<file path="src/rtl/fifo_sync_lvl.sv">
// Synchronous valid/ready FIFO with first-word-fall-through output.
// Exposes fill level, almost-full/empty flags, synchronous flush and a peak-occupancy monitor.
module fifo_sync_lvl #(
  parameter int WIDTH_P  = 8,
  parameter int DEPTH_P  = 16,
  parameter int AFULL_P  = DEPTH_P - 2,
  parameter int AEMPTY_P = 2,
  parameter int PW_P     = $clog2(DEPTH_P),
  parameter int CW_P     = $clog2(DEPTH_P + 1)
) (
  input  logic               clk,
  input  logic               rst,
  input  logic               flush_i,
  input  logic [WIDTH_P-1:0] data_i,
  input  logic               valid_i,
  output logic               ready_o,
  output logic [WIDTH_P-1:0] data_o,
  output logic               valid_o,
  input  logic               ready_i,
  output logic [CW_P-1:0]    level_o,
  output logic               almost_full_o,
  output logic               almost_empty_o,
  output logic [CW_P-1:0]    peak_o
);

  localparam logic [PW_P-1:0] LAST_PTR = PW_P'(DEPTH_P - 1);
  localparam logic [CW_P-1:0] DEPTH_C  = CW_P'(DEPTH_P);
  localparam logic [CW_P-1:0] AFULL_C  = CW_P'(AFULL_P);
  localparam logic [CW_P-1:0] AEMPTY_C = CW_P'(AEMPTY_P);

  logic [WIDTH_P-1:0] mem [DEPTH_P];
  logic [PW_P-1:0]    wr_ptr;
  logic [PW_P-1:0]    rd_ptr;
  logic [CW_P-1:0]    next_level;
  logic               wr;
  logic               rd;

  assign wr     = valid_i & ready_o;
  assign rd     = valid_o & ready_i;
  assign data_o = mem[rd_ptr];

  always_comb begin
    next_level = level_o;
    if (wr && !rd)
      next_level = level_o + CW_P'(1);
    else if (rd && !wr)
      next_level = level_o - CW_P'(1);
  end

  // Storage is not reset; writes landing in a flush cycle are dropped.
  always_ff @(posedge clk) begin
    if (wr && !flush_i)
      mem[wr_ptr] <= data_i;
  end

  always_ff @(posedge clk or posedge rst) begin
    if (rst) begin
      wr_ptr         <= '0;
      rd_ptr         <= '0;
      level_o        <= '0;
      peak_o         <= '0;
      ready_o        <= 1'b1;
      valid_o        <= 1'b0;
      almost_full_o  <= 1'b0;
      almost_empty_o <= 1'b1;
    end else if (flush_i) begin
      wr_ptr         <= '0;
      rd_ptr         <= '0;
      level_o        <= '0;
      peak_o         <= '0;
      ready_o        <= 1'b1;
      valid_o        <= 1'b0;
      almost_full_o  <= 1'b0;
      almost_empty_o <= 1'b1;
    end else begin
      // Explicit wrap so non-power-of-two depths use every entry.
      if (wr)
        wr_ptr <= (wr_ptr == LAST_PTR) ? '0 : wr_ptr + PW_P'(1);
      if (rd)
        rd_ptr <= (rd_ptr == LAST_PTR) ? '0 : rd_ptr + PW_P'(1);
      level_o        <= next_level;
      ready_o        <= (next_level != DEPTH_C);
      valid_o        <= (next_level != '0);
      almost_full_o  <= (next_level >= AFULL_C);
      almost_empty_o <= (next_level <= AEMPTY_C);
      if (next_level > peak_o)
        peak_o <= next_level;
    end
  end

endmodule

</file>
<file path="config.mk">
export PLATFORM = sky130hd
export DESIGN_NAME = fifo_sync_lvl
export DESIGN_NICKNAME = d
export VERILOG_FILES = /design/src/rtl/fifo_sync_lvl.sv
export SDC_FILE = /design/constraint.sdc
export NUM_CORES = 1
export LEC_CHECK = 0
export CAP_MARGIN = 20
export CORE_MARGIN = 3
export CORE_UTILIZATION = 50
export CTS_CLUSTER_DIAMETER = 30
export DETAILED_ROUTE_END_ITERATION = 12
export PLACE_DENSITY = 0.69
export SLEW_MARGIN = 10
export SYNTH_ARGS = -nofsm -noshare
export SYNTH_HDL_FRONTEND = slang
export SYNTH_SLANG_ARGS = --single-unit
</file>
<file path="constraint.sdc">
create_clock -name clk -period 3.65 [get_ports clk]
set_input_delay 0.9125 -clock clk [delete_from_list [all_inputs] [get_ports clk]]
set_output_delay 0.9125 -clock clk [all_outputs]
set_load 0.005 [all_outputs]
</file>
==> results.ini, run 1 <==
[power]
internal-power_mw = 3.31
swShare_pct = 25.1
vdd_drop_max_v = 0.000585
p_clk_share_pct = 34.8
p_leak_nw = 2.52
p_per_area_mw_per_mm2 = 594
seq_power_share_pct = 44.9
p_sw_mw = 1.11
combPwrFrac_pct = 20.3

[setup_path]
crit_type = register to output pin
crit_fanout = 37
arrival_ns = 2.64
crit_chain = buf_12 > mux4_2 > mux4_2 > clkdlybuf4s50_1
end_kind = output pin
start_kind = register
path_common_cell = mux4_2
required_ns = 2.74
crit_slowest_cell = mux4_2
critPathMaxStageDelay_ns = 0.57

[logic_synthesis]
synth_cell_types = 46
yosysWarnings = 0
ys_seq_elements = 150
netlist_area_sq_mm = 0.00620
avgSynthCellArea_sq_um = 18.0
ys.flop_type = edfxtp_1
syn_nets = 370
ys_seq_area_share_pct = 70.9
async_flop_share_pct = 14.7
netlist_instances = 345
synth_edf_count = 128

[grt]
antenna_found_initial = 1
grt_usage_pct = 18.4
grt_overflow = 0
grt_pass1_wl_um = 19000
grt_pass1_vias = 3418
grt_max_degree = 38

[detailed_routing]
drc = 0
firstDrtPassIters = 4
vias_per_cell = 5.44
wl_per_cell_um = 20.1
drtIter0Drc = 243
num_vias = 3216
ant_nets = 0
routed_wl_um = 11900

[clock_tree]
clkSinkCount = 150
post_cts_buffers = 0
clockBufferDepth = 2
cts_buffers = 17
cts-htree-levels = 4
clk_latency_ns = 0.41
cts_tree = done
cts_root_buf = clkbuf_16
ctsHoldBuffers = 0
cts-resized-gates = 0
clk_pin_slew_worst_paths_ns = 0.06

[place]
port_buffers = 34
gp_congestion = 0.862
dp_hpwl_um = 8010
placed_cells = 560
post-place-ws_ns = 0.0365

[finish]
layout.cells.most_common = edfxtp_1
diodes = 0
final_nets = 436
area_delta_synth_final_pct = 19.9
mostFrequentLayoutCells = edfxtp_1 (128), mux4_2 (40), clkdlybuf4s50_1 (34), nor2_1 (29), buf_4 (27)
fin_cells = 591
fillers = 869
drive_gt1_share_pct = 25.1

[timing]
clock.fmax_mhz = 282
rsz0062_at_grt = no
min_period_ns = 3.55
whs_ns = 0.534
final-hold-violation-count = 0
finalMaxSlewViolations = 0
fin_tns_setup_ns = 0
min_period_over_period_pct = 97.3
worst_slack_ns = 0.0980
tightest_slew_ns = 0.870
skew_ns = 0.00968
timing.slew.headroom_pct = 42.0
setup_viol = 0

[floorplanning]
start_util_pct = 51.4
fp.dieArea_sq_mm = 0.0138
core_sq_mm = 0.0121
die_x_um = 117
num_rows = 40
io_pins = 35
die_h_um = 117

[status]
outcome = finished clean

[flow_run]
maxCapViolCount = 0

[min_path]
hold_class = register to register

==> path summary, 6_finish.rpt <==
check                           slack [ns]        from  cells after the start        end
min in group asynchronous             0.98         rst                      2  rd_ptr[1]
worst max register to register        0.87  level_o[0]                     12  peak_o[4]
max in group asynchronous             2.08         rst                      2  rd_ptr[0]
worst min-delay path                  0.53   peak_o[4]                      1  peak_o[4]
worst max-delay path                   0.1   rd_ptr[0]                      4  data_o[7]
worst min register to register        0.53   peak_o[4]                      1  peak_o[4]
==> routing by layer <==
metal | up-vias | part of all wire [%] | routed length, um | global-route usage [%]
met5 | - | 0.11 | 13 | 0
met4 | 2 | 0.92 | 109 | 5.87
met3 | 13 | 5.0 | 596 | 5.45
met2 | 80 | 51 | 6020 | 29.1
met1 | 1640 | 43 | 5120 | 24.9
li1 | 1481 | - | - | -
==> through the flow <==
stage | util, % | power (mW) | area [sq um]
floorplan | - | 2.59 | 6200
global placement | 57.4 | 2.91 | 6920
detailed placement | 57.4 | 2.92 | 6920
CTS | 61.7 | 4.46 | 7440
global route | 61.7 | 4.63 | 7440
finish | 61.7 | 4.42 | 7440
==> power by group through the flow <==
| stage | Clock [mW] | Sequential, mW | Combinational, mW |
|---|---|---|---|
| after floorplan | 0 | 2.01 | 0.587 |
| after global placement | 0 | 2.01 | 0.892 |
| after detailed placement | 0 | 2.02 | 0.907 |
| after CTS | 1.57 | 1.98 | 0.913 |
| after global routing | 1.65 | 1.99 | 0.991 |
| final | 1.54 | 1.98 | 0.899 |
==> worst max-delay path: cells and delay by family, from the launching register on <==
| family | cells | cell delay (ns) |
|---|---|---|
| buf+inv | 2 | 0.74 |
| flops | 1 | 0.37 |
| mux | 2 | 1.06 |
==> synth_stat cells, types with 2 or more instances <==
master | number | area (sq um)
ha_1 | 12 | 150
xor2_1 | 2 | 17.5
mux2_2 | 2 | 22.5
a21oi_1 | 14 | 70.1
xnor2_1 | 3 | 26.3
mux4_2 | 40 | 901
dfrtp_1 | 20 | 500
buf_4 | 3 | 22.5
a311oi_1 | 2 | 17.5
edfxtp_1 | 128 | 3840
o21ai_0 | 4 | 20.0
and2_1 | 2 | 12.5
buf_2 | 2 | 10.0
nand2b_1 | 5 | 31.3
nand3_1 | 2 | 10.0
clkbuf_1 | 9 | 33.8
nor3_1 | 6 | 30.0
nor2_1 | 29 | 109
inv_1 | 13 | 48.8
nand2_1 | 18 | 67.6
dfstp_2 | 2 | 52.6
nand4_1 | 2 | 12.5
or3_1 | 2 | 12.5
==> final cells by class <==
cell class | instances | area [sq um] | area share (%)
Clock buffer | 18 | 429 | 5.77
Sequential cell | 150 | 4400 | 59.1
Inverter | 15 | 56.3 | 0.757
Timing Repair Buffer | 63 | 583 | 7.84
Multi-Input combinational cell | 164 | 1670 | 22.5
Clock inverter | 13 | 91.3 | 1.23
Tap cell | 168 | 210 | 2.83
==> kinds of logic (layout without fill, tap and decap cells) <==
kind of cell             Yosys count  count (layout)  synth area share (%)
flip-flops                       150             150                  70.9
AND/OR/NAND/NOR                   75              75                  5.81
multiplexers                      43              43                  15.0
buffers and inverters             31             109                  2.22
AO/OA/AOI/OAI                     29              29                  2.94
adder cells (fa/ha/maj)           12              12                  2.42
XOR/XNOR                           5               5                 0.706
==> registers in the layout, summed over array words and instances, names as in the netlist <==
register,flops
wr_ptr,4
rd_ptr,4
ready_o,1
mem,128
valid_o,1
peak_o,5
almost_empty_o,1
almost_full_o,1
level_o,5
(Power assumes the default switching activity.)
==> run 2, diff against run 1 <==
- CELL_PAD_IN_SITES_DETAIL_PLACEMENT: unset -> 0
- CELL_PAD_IN_SITES_GLOBAL_PLACEMENT: unset -> 2
- CORE_UTILIZATION: 50 -> 45
- GPL_ROUTABILITY_DRIVEN: unset -> 0
- PLACE_DENSITY: 0.69 -> unset
- PLACE_DENSITY_LB_ADDON: unset -> 0.1
==> results.ini, run 2 (same netlist as run 1, synthesis figures left out) <==
[detailed_routing]
drc = 0  ; unchanged
num_vias = 3291  ; +2.3%
routed_wl_um = 12900  ; +9.1%
met2_length_um = 6390  ; +6.1%
wl_per_cell_um = 21.4  ; +6.7%
highest_layer = met4
firstDrtPassIters = 5  ; +1
dr_wl_met3_um = 605  ; +1.5%
ant_nets = 0  ; unchanged
drtIter0Drc = 328  ; +35%
met1_length_um = 5720  ; +12%
vias_per_cell = 5.45  ; +0.13%

[status]
outcome = finished clean

[clock_tree]
clk_pin_slew_worst_paths_ns = 0.06  ; about the same
cts_root_buf = clkbuf_16
cts_buffers = 17  ; unchanged
clk_latency_ns = 0.42  ; about the same
clockBufferDepth = 2  ; unchanged
cts-htree-levels = 4  ; unchanged
clkSinkCount = 150  ; unchanged
cts_tree = done

[setup_path]
arrival_ns = 2.57  ; -0.07 ns
r2r_cells = 11  ; -1
critical_path_buf_inv_count = 2  ; unchanged
reg2reg_slack_ns = 0.98  ; +0.11 ns
crit_fanout = 14  ; -62%
path_common_cell = mux4_2
crit_slowest_cell = mux4_2
crit_type = register to output pin
r2r-end = peak_o[4]
end_kind = output pin
crit_family = multiplexers
required_ns = 2.74  ; about the same
r2r-start = level_o[1]
crit_chain = buf_12 > mux4_2 > mux4_2 > clkdlybuf4s50_1
start_kind = register
critPathMaxStageDelay_ns = 0.53  ; -0.04 ns

[finish]
fin_cells = 604  ; +2.2%
diodes = 0  ; unchanged
finish.utilization_pct = 56.4  ; -5.2 points
largest_reg_flops = 128  ; unchanged
regMostFlops = mem
area_delta_synth_final_pct = 21.4
layout.cells.most_common = edfxtp_1
mostFrequentLayoutCells = edfxtp_1 (128), mux4_2 (40), clkdlybuf4s50_1 (34), nor2_1 (29), buf_4 (29)
drive_gt1_share_pct = 25.5  ; +0.41 points
final_nets = 440  ; +0.92%
largestRegisters = mem (128), level_o (5), peak_o (5)

[place]
dp_hpwl_um = 8480  ; +5.9%
port_buffers = 34  ; unchanged
placed_cells = 571  ; +2.0%

[timing]
skew_ns = 0.00768  ; -0.00200 ns
finalMaxSlewViolations = 0  ; unchanged
timing.slew.headroom_pct = 40.2  ; -1.7 points
tightest_slew_ns = 0.895  ; +0.0256 ns
final-hold-violation-count = 0  ; unchanged
min_period_over_period_pct = 95.5  ; -1.8 points
min_period_ns = 3.49  ; -0.0646 ns
setup_viol = 0  ; unchanged
rsz0062_at_grt = no
clock.fmax_mhz = 287  ; +1.9%

[min_path]
min_path_cells = 1  ; unchanged
min_to = peak_o[4]
holdCritStartpoint = peak_o[4]
hold_class = register to register

[power]
vdd_drop_max_v = 0.000431  ; -26%
p_per_area_mw_per_mm2 = 608  ; +2.4%
design_power_total_mw = 4.58  ; +3.7%
p_leak_nw = 2.55  ; +1.2%

[grt]
grt_pass1_vias = 3347  ; -2.1%
grt_max_degree = 33  ; -13%
antenna_found_initial = 0  ; -1
grt_overflow = 0  ; unchanged
grt_pass1_wl_um = 20000  ; +5.3%
grt_usage_pct = 18.8  ; +0.42 points

[floorplanning]
die_x_um = 123  ; +5.1%
fp.dieArea_sq_mm = 0.0152  ; +11%
core_sq_mm = 0.0133  ; +11%
start_util_pct = 46.5  ; -5.0 points
num_rows = 42  ; +5.0%
io_pins = 35  ; unchanged
die_h_um = 123  ; +5.1%

[flow_run]
maxCapViolCount = 0  ; unchanged

## run 2: cell count changes in the layout (fill, tap and decap cells not counted), sizes merged
cell,delta
bufinv,+1
buf,+4
clkinv,-2
clkbuf,+2
## run 2: where the power goes
| group | internal [mW] | switching (mW) |
|---|---|---|
| clock | 0.991 | 0.642 |
| sequential | 1.93 | 0.0590 |
| combinational | 0.525 | 0.437 |
| total | 3.44 | 1.14 |
## run 2: area by class of cell
class / instances / area [sq um]
Inverter: 15 / 56.3
Fill cell: 1069 / 5810
Timing Repair Buffer: 67 / 638
Tap cell: 176 / 220
Multi-Input combinational cell: 164 / 1670
Clock buffer: 20 / 437
Clock inverter: 12 / 111
Sequential cell: 150 / 4400
## run 2: layer usage
layer,vias to the layer above,GRT usage [%]
li1,1498,-
met1,1691,26.5
met2,84,29.4
met3,18,3.84
met4,0,6.64
met5,-,0
## run 2: what timing repair did
action,in CTS,in global routing
hold buffers,0,0
endpoints found under the setup margin,6,0
hold endpoints to repair,0,0
gates resized for setup,1,0
setup buffers,1,0
## run 2: how the worst max path moves through the flow
stage               from        end  cells after the start
6_report       rd_ptr[0]  data_o[4]                      4
5_1_grt        rd_ptr[0]  data_o[5]                      4
4_1_cts        rd_ptr[0]  data_o[4]                      4
3_5_place_dp     ready_i  peak_o[4]                     11
3_3_place_gp     ready_i  peak_o[4]                     12
2_1_floorplan    valid_i  peak_o[4]                     12
## run 2: through the flow
stage	setup TNS, ns	setup WS, ns	instance area, sq um	hold slack (ns)
floorplan	0	0.561	6200	0.504
global placement	0	0.0871	6960	0.542
detailed placement	-0.00184	-0.00184	6960	0.542
CTS	0	0.134	7530	0.556
global route	0	0.101	7530	0.574
finish	0	0.163	7530	0.554
==> run 3, diff against run 2 <==
- SKIP_LAST_GASP: unset -> 1
==> results of run 3 <==
Same layout as run 2: the final DEF is identical, and so are final timing and power.
